**config.mk**
```make
export PLATFORM = sky130hd
export DESIGN_NAME = imul_share_arbiter
export DESIGN_NICKNAME = d
export VERILOG_FILES = /design/src/rtl/imul_share_arbiter.sv
export SDC_FILE = /design/constraint.sdc
export NUM_CORES = 1
export LEC_CHECK = 0
export CAP_MARGIN = 30
export CORE_MARGIN = 2
export CORE_UTILIZATION = 31
export CTS_CLUSTER_SIZE = 8
export DETAILED_ROUTE_END_ITERATION = 6
export GPL_TIMING_DRIVEN = 0
export PLACE_DENSITY_LB_ADDON = 0.05
export RECOVER_POWER = 25
export SYNTH_ARGS = -nofsm -noshare
export SYNTH_HDL_FRONTEND = slang
export SYNTH_SLANG_ARGS = --single-unit
export TNS_END_PERCENT = 50
```
**constraint.sdc**
```tcl
create_clock -name clk -period 1.5 [get_ports clk]
set_input_delay 0.225 -clock clk [delete_from_list [all_inputs] [get_ports clk]]
set_output_delay 0.225 -clock clk [all_outputs]
set_load 0.02 [all_outputs]
```
**src/rtl/imul_share_arbiter.sv**
```systemverilog
`default_nettype none
// ============================================================================
// Module   : imul_share_arbiter
// Purpose  : Round-robin share of one val/rdy multiplier between two
//            requesters, one transaction in flight, product routed to owner.
//            Optional grant counters under IMUL_SHARE_ARBITER_CNT_EN.
// Revision : 1.0 - initial release
// ============================================================================
module imul_share_arbiter #(
    parameter int p_req_nbits  = 64,
    parameter int p_resp_nbits = 32,
    parameter int p_cnt_nbits  = 16
) (
    input  logic                    clk,
    input  logic                    reset,
    input  logic                    req0_val,
    output logic                    req0_rdy,
    input  logic [p_req_nbits-1:0]  req0_msg,
    input  logic                    req1_val,
    output logic                    req1_rdy,
    input  logic [p_req_nbits-1:0]  req1_msg,
    output logic                    resp0_val,
    input  logic                    resp0_rdy,
    output logic [p_resp_nbits-1:0] resp0_msg,
    output logic                    resp1_val,
    input  logic                    resp1_rdy,
    output logic [p_resp_nbits-1:0] resp1_msg,
    output logic                    mul_req_val,
    input  logic                    mul_req_rdy,
    output logic [p_req_nbits-1:0]  mul_req_msg,
    input  logic                    mul_resp_val,
    output logic                    mul_resp_rdy,
    input  logic [p_resp_nbits-1:0] mul_resp_msg
`ifdef IMUL_SHARE_ARBITER_CNT_EN
    ,
    output logic [p_cnt_nbits-1:0]  grant0_cnt,
    output logic [p_cnt_nbits-1:0]  grant1_cnt
`endif
);

    localparam logic [1:0] c_idle  = 2'd0;
    localparam logic [1:0] c_issue = 2'd1;
    localparam logic [1:0] c_wait  = 2'd2;
    localparam logic [1:0] c_resp  = 2'd3;

    logic [1:0]              state_q, state_d;
    logic                    owner_q, owner_d;
    logic                    last_grant_q, last_grant_d;
    logic [p_req_nbits-1:0]  req_reg_q, req_reg_d;
    logic [p_resp_nbits-1:0] resp_reg_q, resp_reg_d;
    logic                    w_grant;
    logic                    w_any_val;

    // Contention flips the previous winner; a lone requester always wins.
    always_comb begin
        w_any_val = req0_val | req1_val;
        if (req0_val && !req1_val) begin
            w_grant = 1'b0;
        end else if (req1_val && !req0_val) begin
            w_grant = 1'b1;
        end else begin
            w_grant = ~last_grant_q;
        end
    end

    always_ff @(posedge clk) begin
        if (reset) begin
            state_q      <= c_idle;
            owner_q      <= 1'b0;
            last_grant_q <= 1'b1;
            req_reg_q    <= '0;
            resp_reg_q   <= '0;
        end else begin
            state_q      <= state_d;
            owner_q      <= owner_d;
            last_grant_q <= last_grant_d;
            req_reg_q    <= req_reg_d;
            resp_reg_q   <= resp_reg_d;
        end
    end

    always_comb begin
        state_d      = state_q;
        owner_d      = owner_q;
        last_grant_d = last_grant_q;
        req_reg_d    = req_reg_q;
        resp_reg_d   = resp_reg_q;
        case (state_q)
            c_idle: begin
                if (w_any_val) begin
                    state_d      = c_issue;
                    req_reg_d    = w_grant ? req1_msg : req0_msg;
                    owner_d      = w_grant;
                    last_grant_d = w_grant;
                end
            end
            c_issue: begin
                if (mul_req_rdy) begin
                    state_d = c_wait;
                end
            end
            c_wait: begin
                if (mul_resp_val) begin
                    resp_reg_d = mul_resp_msg;
                    state_d    = c_resp;
                end
            end
            c_resp: begin
                if (owner_q ? resp1_rdy : resp0_rdy) begin
                    state_d = c_idle;
                end
            end
            default: state_d = c_idle;
        endcase
    end

    always_comb begin
        req0_rdy     = 1'b0;
        req1_rdy     = 1'b0;
        resp0_val    = 1'b0;
        resp1_val    = 1'b0;
        mul_req_val  = 1'b0;
        mul_resp_rdy = 1'b0;
        case (state_q)
            c_idle: begin
                req0_rdy = w_any_val & ~w_grant;
                req1_rdy = w_any_val & w_grant;
            end
            c_issue: mul_req_val  = 1'b1;
            c_wait:  mul_resp_rdy = 1'b1;
            c_resp: begin
                resp0_val = ~owner_q;
                resp1_val = owner_q;
            end
            default: begin
                req0_rdy = 1'b0;
            end
        endcase
    end

    assign mul_req_msg = req_reg_q;
    assign resp0_msg   = resp_reg_q;
    assign resp1_msg   = resp_reg_q;

`ifdef IMUL_SHARE_ARBITER_CNT_EN
    localparam logic [p_cnt_nbits-1:0] c_cnt_one = p_cnt_nbits'(1);

    logic [p_cnt_nbits-1:0] grant0_cnt_q, grant0_cnt_d;
    logic [p_cnt_nbits-1:0] grant1_cnt_q, grant1_cnt_d;
    logic                   w_accept;

    assign w_accept = (state_q == c_idle) && w_any_val;

    always_comb begin
        grant0_cnt_d = grant0_cnt_q;
        grant1_cnt_d = grant1_cnt_q;
        if (w_accept && !w_grant) begin
            grant0_cnt_d = grant0_cnt_q + c_cnt_one;
        end
        if (w_accept && w_grant) begin
            grant1_cnt_d = grant1_cnt_q + c_cnt_one;
        end
    end

    always_ff @(posedge clk) begin
        if (reset) begin
            grant0_cnt_q <= '0;
            grant1_cnt_q <= '0;
        end else begin
            grant0_cnt_q <= grant0_cnt_d;
            grant1_cnt_q <= grant1_cnt_d;
        end
    end

    assign grant0_cnt = grant0_cnt_q;
    assign grant1_cnt = grant1_cnt_q;
`else
    logic [p_cnt_nbits-1:0] w_unused_cnt;
    assign w_unused_cnt = '0;
`endif

endmodule
`default_nettype wire
```
==> results.toml, run 1 <==
[run_status]
outcome = "finished, violations left"
violations = "negative setup slack"

[place]
globalplace.congestion = 0.840
port_buffers = 300
dpl_cell_area_um2 = 7250
pre_cts_ws_ns = -0.943
placed_cells = 923
dp_hpwl_um = 11700

[sta]
slew_violations = 0
finalHoldViolCount = 0
setup_viol = 31
rsz0062_at_grt = "true"
tightest_slew_ns = 0.525
hold_ws_ns = 0.423
fin_ws_ns = -0.151
layout_min_cycle_time_ns = 1.65
relSlewSlack_pct = 65.0
setup_tns_ns = -1.15
min_period_over_period_pct = 110
max_freq_mhz = 606
clock_skew_ns = 0.00653

[global_route]
grt_max_degree = 15
antenna_found_initial = 0
grt_pass1_vias = 4729
track_usage_pct = 21.6
grt_pass1_wl_um = 23900
grt-ovfl-total = 0

[routing]
wl_per_cell_um = 16.1
wl_met2_um = 8040
postRouteAntennaNets = 0
dr.pass1.iters = 6
highest_layer = "met4"
wl_met3_um = 1390
drc = 0
m1WireLength_um = 5700
drt_wl_total_um = 15500
vias = 4643
routed_via_density = 4.83
drtIter0Drc = 368

[clocking]
clock_tree.buffer_depth = 2
ctsHoldBuffers = 0
cts_root_buffer = "clkbuf_16"
clk_pin_slew_worst_paths_ns = 0.07
numCtsBuffers = 9
cts_num_sinks = 100
tritoncts = "done"
cts_max_level = 3
clock_latency_ns = 0.35

[pwr]
seqPwrFrac_pct = 32.2
powerDensity_nw_per_um2 = 1430
power_mw = 11.2
internal_power_mw = 7.09
power_switching_mw = 4.10
p_leak_nw = 3.57
clkPwrFrac_pct = 19.2
swShare_pct = 36.6
ir_worst_vdd_mv = 0.696
pwr-share-comb_pct = 48.6

[finish]
regArea_um2 = 2010
fin_area_um2 = 7800
final_cells = 962
drive_gt1_share_pct = 14.6
multi_input_area_um2 = 1670
area_growth_pct = 95.2
final_util_pct = 61.8
nNetsFinal = 958
antenna_cells = 0
fill_cells = 1184

[setup_path]
critical_path_arrival_ns = 1.92
cp_max_fo = 3
start_kind = "flop"
endpoint_kind = "flop"
worstSetupPathType = "reg -> reg"
crit_required_ns = 1.77

[logic_synthesis]
mappedNetlistNets = 624
syn-cell-area_um2 = 4000
synth_cell_types = 22
syn_avg_cell_area_um2 = 8.86
synthCells = 451
ys_seq_area_share_pct = 50.1
yosysWarnings = 0
ys_seq_elements = 100

[die]
rows = 41
chipHeight_um = 118
io_pins = 302
start_util_pct = 31.7
die_area_um2 = 13800
fp.dieW_um = 118
coreArea_um2 = 12600

[run]
maxCapViolations = 0

[min_path]
hp-class = "in -> reg"
-- power groups by stage --
stage               Clock [mW]  Combinational [mW]  Sequential (mW)
global placement             0                4.87             3.65
global route              2.32                5.83             3.68
detailed placement           0                4.94             3.67
CTS                       2.21                5.13             3.60
floorplan                    0                2.01             4.28
finish                    2.15                5.44             3.60
-- cell families after synthesis --
group / count (synthesis) / synth area share [%]
buffers and inverters: 75 / 11.1
AO/OA/AOI/OAI: 126 / 22.9
adder cells (fa/ha/maj): 5 / 1.57
AND/OR/NAND/NOR: 145 / 14.3
flip-flops: 100 / 50.1
-- worst max-delay path, cell delays in order (launching register included) --
cell     delay (ns)
dfxtp_4        0.36
buf_6          0.12
ha_4           0.15
nor2b_4        0.11
a221o_1        0.30
or3_4          0.40
a21oi_2        0.14
-- flip-flops by register name (all words and copies together), names as in the netlist --
signal,cells
owner_q,1
last_grant_q,1
mul_req_msg,64
resp0_msg,32
state_q,2
-- layout make-up --
type | instances | area share [%]
timing repair buffer | 325 | 39.9
sequential | 100 | 25.8
multi-input combinational | 276 | 21.4
buffer | 67 | 6.50
clock buffer | 15 | 3.30
tap | 172 | 2.76
inverter | 6 | 0.353
clock inverter | 1 | 0.0802
-- routing by layer --
layer	vias up	track usage, %
met5	-	0
met1	2157	22.7
met2	217	39.6
met4	0	8.21
met3	22	7.46
li1	2247	-
-- layout by cell type, fill, tap and decap left out, drive strengths merged --
master / synthesis / routed
inv: 6 / 7
a22oi: 20 / 20
o2bb2ai: 1 / 1
a21boi: 1 / 1
nand2b: 1 / 1
a222oi: 44 / 44
or3: 2 / 2
nand2: 87 / 87
dfxtp: 100 / 100
ha: 5 / 5
o21ai: 23 / 23
dlygate4sd2: 0 / 130
nor2b: 5 / 5
clkdlybuf4s50: 0 / 164
a21oi: 35 / 35
clkbuf: 29 / 36
nor2: 48 / 48
and2: 2 / 2
a221o: 2 / 2
buf: 40 / 77
-- worst paths after layout --
kind                    start               to  slack, ns  cells after the start
min          mul_resp_msg[23]    resp0_msg[23]       0.42                      3
min reg2reg   mul_req_msg[24]  mul_req_msg[24]       0.45                      2
max                state_q[1]       state_q[1]      -0.15                      6
max reg2reg        state_q[1]       state_q[1]      -0.15                      6
-- timing repair --
item | CTS | global route
buffers inserted | 19 | 4
setup endpoints to repair | 230 | 100
gates cloned | 1 | 2
pin swaps | 50 | 14
resized for setup | 215 | 42
-- synth_stat cells --
library cell	count	area, um2
o21ai_0	22	110
and2_1	2	12.5
or3_1	2	12.5
a222oi_1	44	440
inv_1	6	22.5
a22oi_1	20	150
buf_2	3	15.0
nor2_2	1	6.26
dfxtp_1	100	2000
nand2b_1	1	6.26
nor2_1	47	176
nor2b_1	5	31.3
clkbuf_1	29	109
nand2_1	87	327
o2bb2ai_1	1	8.76
a21boi_1	1	7.51
a221o_1	2	20.0
a21oi_1	35	175
o21ai_1	1	5.00
buf_6	5	56.3
buf_4	32	240
ha_1	5	62.6
No activity file was read; power rests on OpenSTA's default activity.
==> run 2, diff against run 1 <==
Settings changed: CELL_PAD_IN_SITES_DETAIL_PLACEMENT set to 0, CELL_PAD_IN_SITES_GLOBAL_PLACEMENT set to 1, CORE_UTILIZATION 31 to 21, CTS_CLUSTER_DIAMETER set to 40, PLACE_DENSITY_LB_ADDON 0.05 to 0.1.
==> run 2 against run 1 <==
Effect of this change:
- the flow still finishes with violations (negative setup slack)
- worst hold slack better by 0.0048 ns
- utilization is 19 points lower
- sequential share of layout area is 0.42 points lower
- sequential power hardly changed
- die area is 46% higher
- clock skew hardly changed
==> results.toml, run 2 (same netlist as run 1, synthesis figures left out) <==
[routing]
drc = 0
postRouteAntennaNets = 0
drt_wl_total_um = 16500
vias = 4633
routed_via_density = 4.52
dr.pass1.iters = 7
drtIter0Drc = 274
wl_per_cell_um = 16.1

[clocking]
cts_num_sinks = 100
cts_root_buffer = "clkbuf_16"
clock_tree.buffer_depth = 2
clk_pin_slew_worst_paths_ns = 0.07
clock_latency_ns = 0.34
tritoncts = "done"
numCtsBuffers = 9
cts_max_level = 3
ctsHoldBuffers = 0

[finish]
fill_cells = 1868
drive_gt1_share_pct = 15.2
fin_area_um2 = 7930
nNetsFinal = 958
antenna_cells = 0
largest_reg_flops = 64
regArea_um2 = 2010
mostFrequentLayoutCells = "clkdlybuf4s50_1, dlygate4sd2_1, dfxtp_1, nand2_1, buf_4"
area_growth_pct = 98.5
final_cells = 1024
multi_input_area_um2 = 1660
layout_commonest_cell = "clkdlybuf4s50_1"

[die]
die_area_um2 = 20100
start_util_pct = 21.4
coreArea_um2 = 18700
io_pins = 302
rows = 50
chipHeight_um = 142
fp.dieW_um = 142

[sta]
fin_ws_ns = -0.140
tightest_slew_ns = 0.677
rsz0062_at_grt = "true"
layout_min_cycle_time_ns = 1.64
setup_viol = 57
max_freq_mhz = 610
clock_skew_ns = 0.00675
hold_ws_ns = 0.428
slew_violations = 0
relSlewSlack_pct = 54.9
finalHoldViolCount = 0
min_period_over_period_pct = 109

[setup_path]
crit_required_ns = 1.77
start_kind = "flop"
worstSetupPathType = "reg -> reg"
cp_max_fo = 4
critical_path_arrival_ns = 1.91
endpoint_kind = "flop"

[global_route]
grt.met2_usage_pct = 27.2
grt_pass1_vias = 4565
grt_max_degree = 17
track_usage_pct = 15.5
grt-ovfl-total = 0
antenna_found_initial = 0
grt.met3_usage_pct = 5.35
grtUsageMet1_pct = 17.4
grt_pass1_wl_um = 24200
grt-busiest-layer = "met2"

[run_status]
outcome = "finished, violations left"
violations = "negative setup slack"

[place]
placed_cells = 985
port_buffers = 300
dpl_cell_area_um2 = 7330
dp_hpwl_um = 12400
globalplace.congestion = 0.754

[pwr]
p_leak_nw = 3.59
power_mw = 11.5
powerDensity_nw_per_um2 = 1450
ir_worst_vdd_mv = 0.613

[min_path]
hp-class = "in -> reg"

[run]
maxCapViolations = 0
[run 2: routing by layer]
metal	share of wire (%)	vias up
li1	-	2249
met1	39	2139
met4	1.7	0
met3	9.8	17
met2	49	228
met5	0	-
[run 2: through the flow]
| stage | util, % | TNS (ns) | setup slack (ns) |
|---|---|---|---|
| finish | 42.4 | -2.20 | -0.140 |
| global placement | 39.2 | -50.30 | -0.974 |
| detailed placement | 39.2 | -55.30 | -1.02 |
| floorplan | - | -0.201 | -0.0199 |
| global route | 42.4 | -10.42 | -0.197 |
| CTS | 41.4 | -5.08 | -0.171 |
[run 2: path summary, 6_finish.rpt]
check,start,endpoint,slack (ns),cells after the start
worst max register to register,state_q[0],state_q[1],-0.14,6
worst max-delay path,state_q[0],state_q[1],-0.14,6
worst min-delay path,mul_resp_msg[22],resp0_msg[22],0.43,3
worst min register to register,mul_req_msg[16],mul_req_msg[16],0.45,2
[run 2: what timing repair did]
item                                    CTS  global route
endpoints found under the setup margin  230           101
pin swaps                                52            13
gates cloned                              1             3
resized for setup                       216            37
buffers inserted                         14             7
[run 2: report_power, final]
| part | leakage [nW] | total [mW] | switching, mW | internal (mW) |
|---|---|---|---|---|
| Sequential | 0.820 | 3.60 | 0.345 | 3.25 |
| Combinational | 2.63 | 5.52 | 2.82 | 2.70 |
| Clock | 0.144 | 2.36 | 1.07 | 1.28 |
| Total | 3.59 | 11.5 | 4.24 | 7.23 |
[run 2: area by class of cell]
cell class                 count  share of cell area (%)
multi-input combinational    276                    21.0
clock inverter                 4                   0.379
buffer                        67                    6.34
tap                          234                    3.69
clock buffer                  12                    3.38
timing repair buffer         325                    39.5
inverter                       6                   0.347
sequential                   100                    25.3
[run 2: worst max-delay path: stages, from the launching register on]
cell and delay, ns:
dfxtp_4 0.37, inv_4 0.05, ha_4 0.17, buf_6 0.11
a221o_1 0.36, or3_4 0.38, a21oi_2 0.12
==> patch: new RTL, flow settings as in run 2 <==
The parameter `p_resp_nbits` goes from 32 to 64.
--- a/src/rtl/imul_share_arbiter.sv
+++ b/src/rtl/imul_share_arbiter.sv
@@ -8,7 +8,7 @@
 // ============================================================================
 module imul_share_arbiter #(
     parameter int p_req_nbits  = 64,
-    parameter int p_resp_nbits = 32,
+    parameter int p_resp_nbits = 64,
     parameter int p_cnt_nbits  = 16
 ) (
     input  logic                    clk,
Interface: changed (resized mul_resp_msg, resp0_msg and resp1_msg); port bits go from 302 to 398. No check against the original RTL was run, so the function may have changed too.
==> patch against run 2 <==
The flow still finishes with violations (negative setup slack). Cell count up 37%. Critical path depth is the same. Total power grew 39%. Global-route usage rose by 0.94 points. Setup slack lost 51 ps. Synthesized area increased by 33%. Routed wire length grew 40%. Sequential cell count increased by 32. Cell area up 35%. Critical endpoint unchanged. Largest cell class unchanged. Largest power group unchanged.
==> patch: results (changes against run 2) <==
* Max VDD drop at 702 uV (+15%)
* Vias in the first global route at 5,799 (+27%)
* Multi-input gate area at 2110 sq um (+27%)
* Pre-antenna DRT Iters at 6 (-1)
* Storage cell area at 2650 sq um (+32%)
* Final setup margin at -191 ps (-50.9 ps)
* FFs & Latches at 132 (+32%)
* Register area share after synthesis at 0.497 (-0.00435)
* Status: complete, but fails checks
* Wire length on met3 at 2280 um (+41%)
* Hold Path Sink: last_grant_q$_SDFFE_PP1P_
* Synth cell count leaders: nand2_1 (151), dfxtp_1 (132), a21oi_1 (67)
* Synth top area cells: dfxtp_1 (50%), nand2_1 (11%), buf_4 (9.0%), a222oi_1 (8.3%), a21oi_1 (6.3%)
* NonClk Buf Share at 0.452 (-0.00662)
* Cts bufs inserted at 17 (+8)
* First-pass GRT wire length at 33,400 um (+38%)
* GRT met3 Usage at 0.0609 (+0.00745)
* Int Power at 10.5 mW (+45%)
* Most common cell in the netlist: nand2_1
* Failing checks: negative setup slack
* Wl on met1 at 9260 um (+42%)
* Leakage at 4.91 nW (+37%)
* Total GRT Usage at 0.164 (+0.00937)
* Worst EP arrival at 2020 ps (+110 ps)
* Final Setup Violations at 50 (-12%)
* Met1 Usage GRT at 0.186 (+0.0122)
* Distinct cells, synth at 23 (+4.5%)
* Fillcell total at 2,610 (+40%)
* DP Area at 9740 sq um (+33%)
* Bufs w/o clock at 532 (+36%)
* Clock network area share at 0.0605 (+0.0230)
* Logic pwr share at 0.419 (-0.062)
* Iteration-0 DRC Markers at 400 (+46%)
## patch: cell count changes after synthesis, moves of 6 or more
cell	delta
dfxtp_1	+32
a21oi_1	+32
buf_1	+6
buf_4	+32
nand2_1	+64
## patch: logic make-up after synthesis
| group | share of synthesized area |
|---|---|
| simple gates | 0.153 |
| compound gates | 0.203 |
| flops | 0.497 |
| buf+inv | 0.136 |
| fa+ha+maj | 0.0118 |
## patch: per-stage QoR
step                      hold slack, ps   util  worst slack (ps)  total power, mW  setup TNS, ps
after floorplan                      361      -             -15.4             7.92          -15.4
after global placement               434  0.389              -975             10.9         -50410
after detailed placement             441  0.389              -947             10.9         -52780
after CTS                            336  0.420              -242             15.8          -7880
after global routing                 346  0.427              -250             16.9         -11520
final                                335  0.427              -191             16.0          -2570
## patch: repair_timing
| action | in CTS | in global routing |
|---|---|---|
| pin swaps | 37 | 34 |
| cloned | 4 | 3 |
| setup endpoints to repair | 320 | 143 |
| setup buffers | 13 | 10 |
| hold buffers | 0 | 0 |
| resized for setup | 291 | 133 |
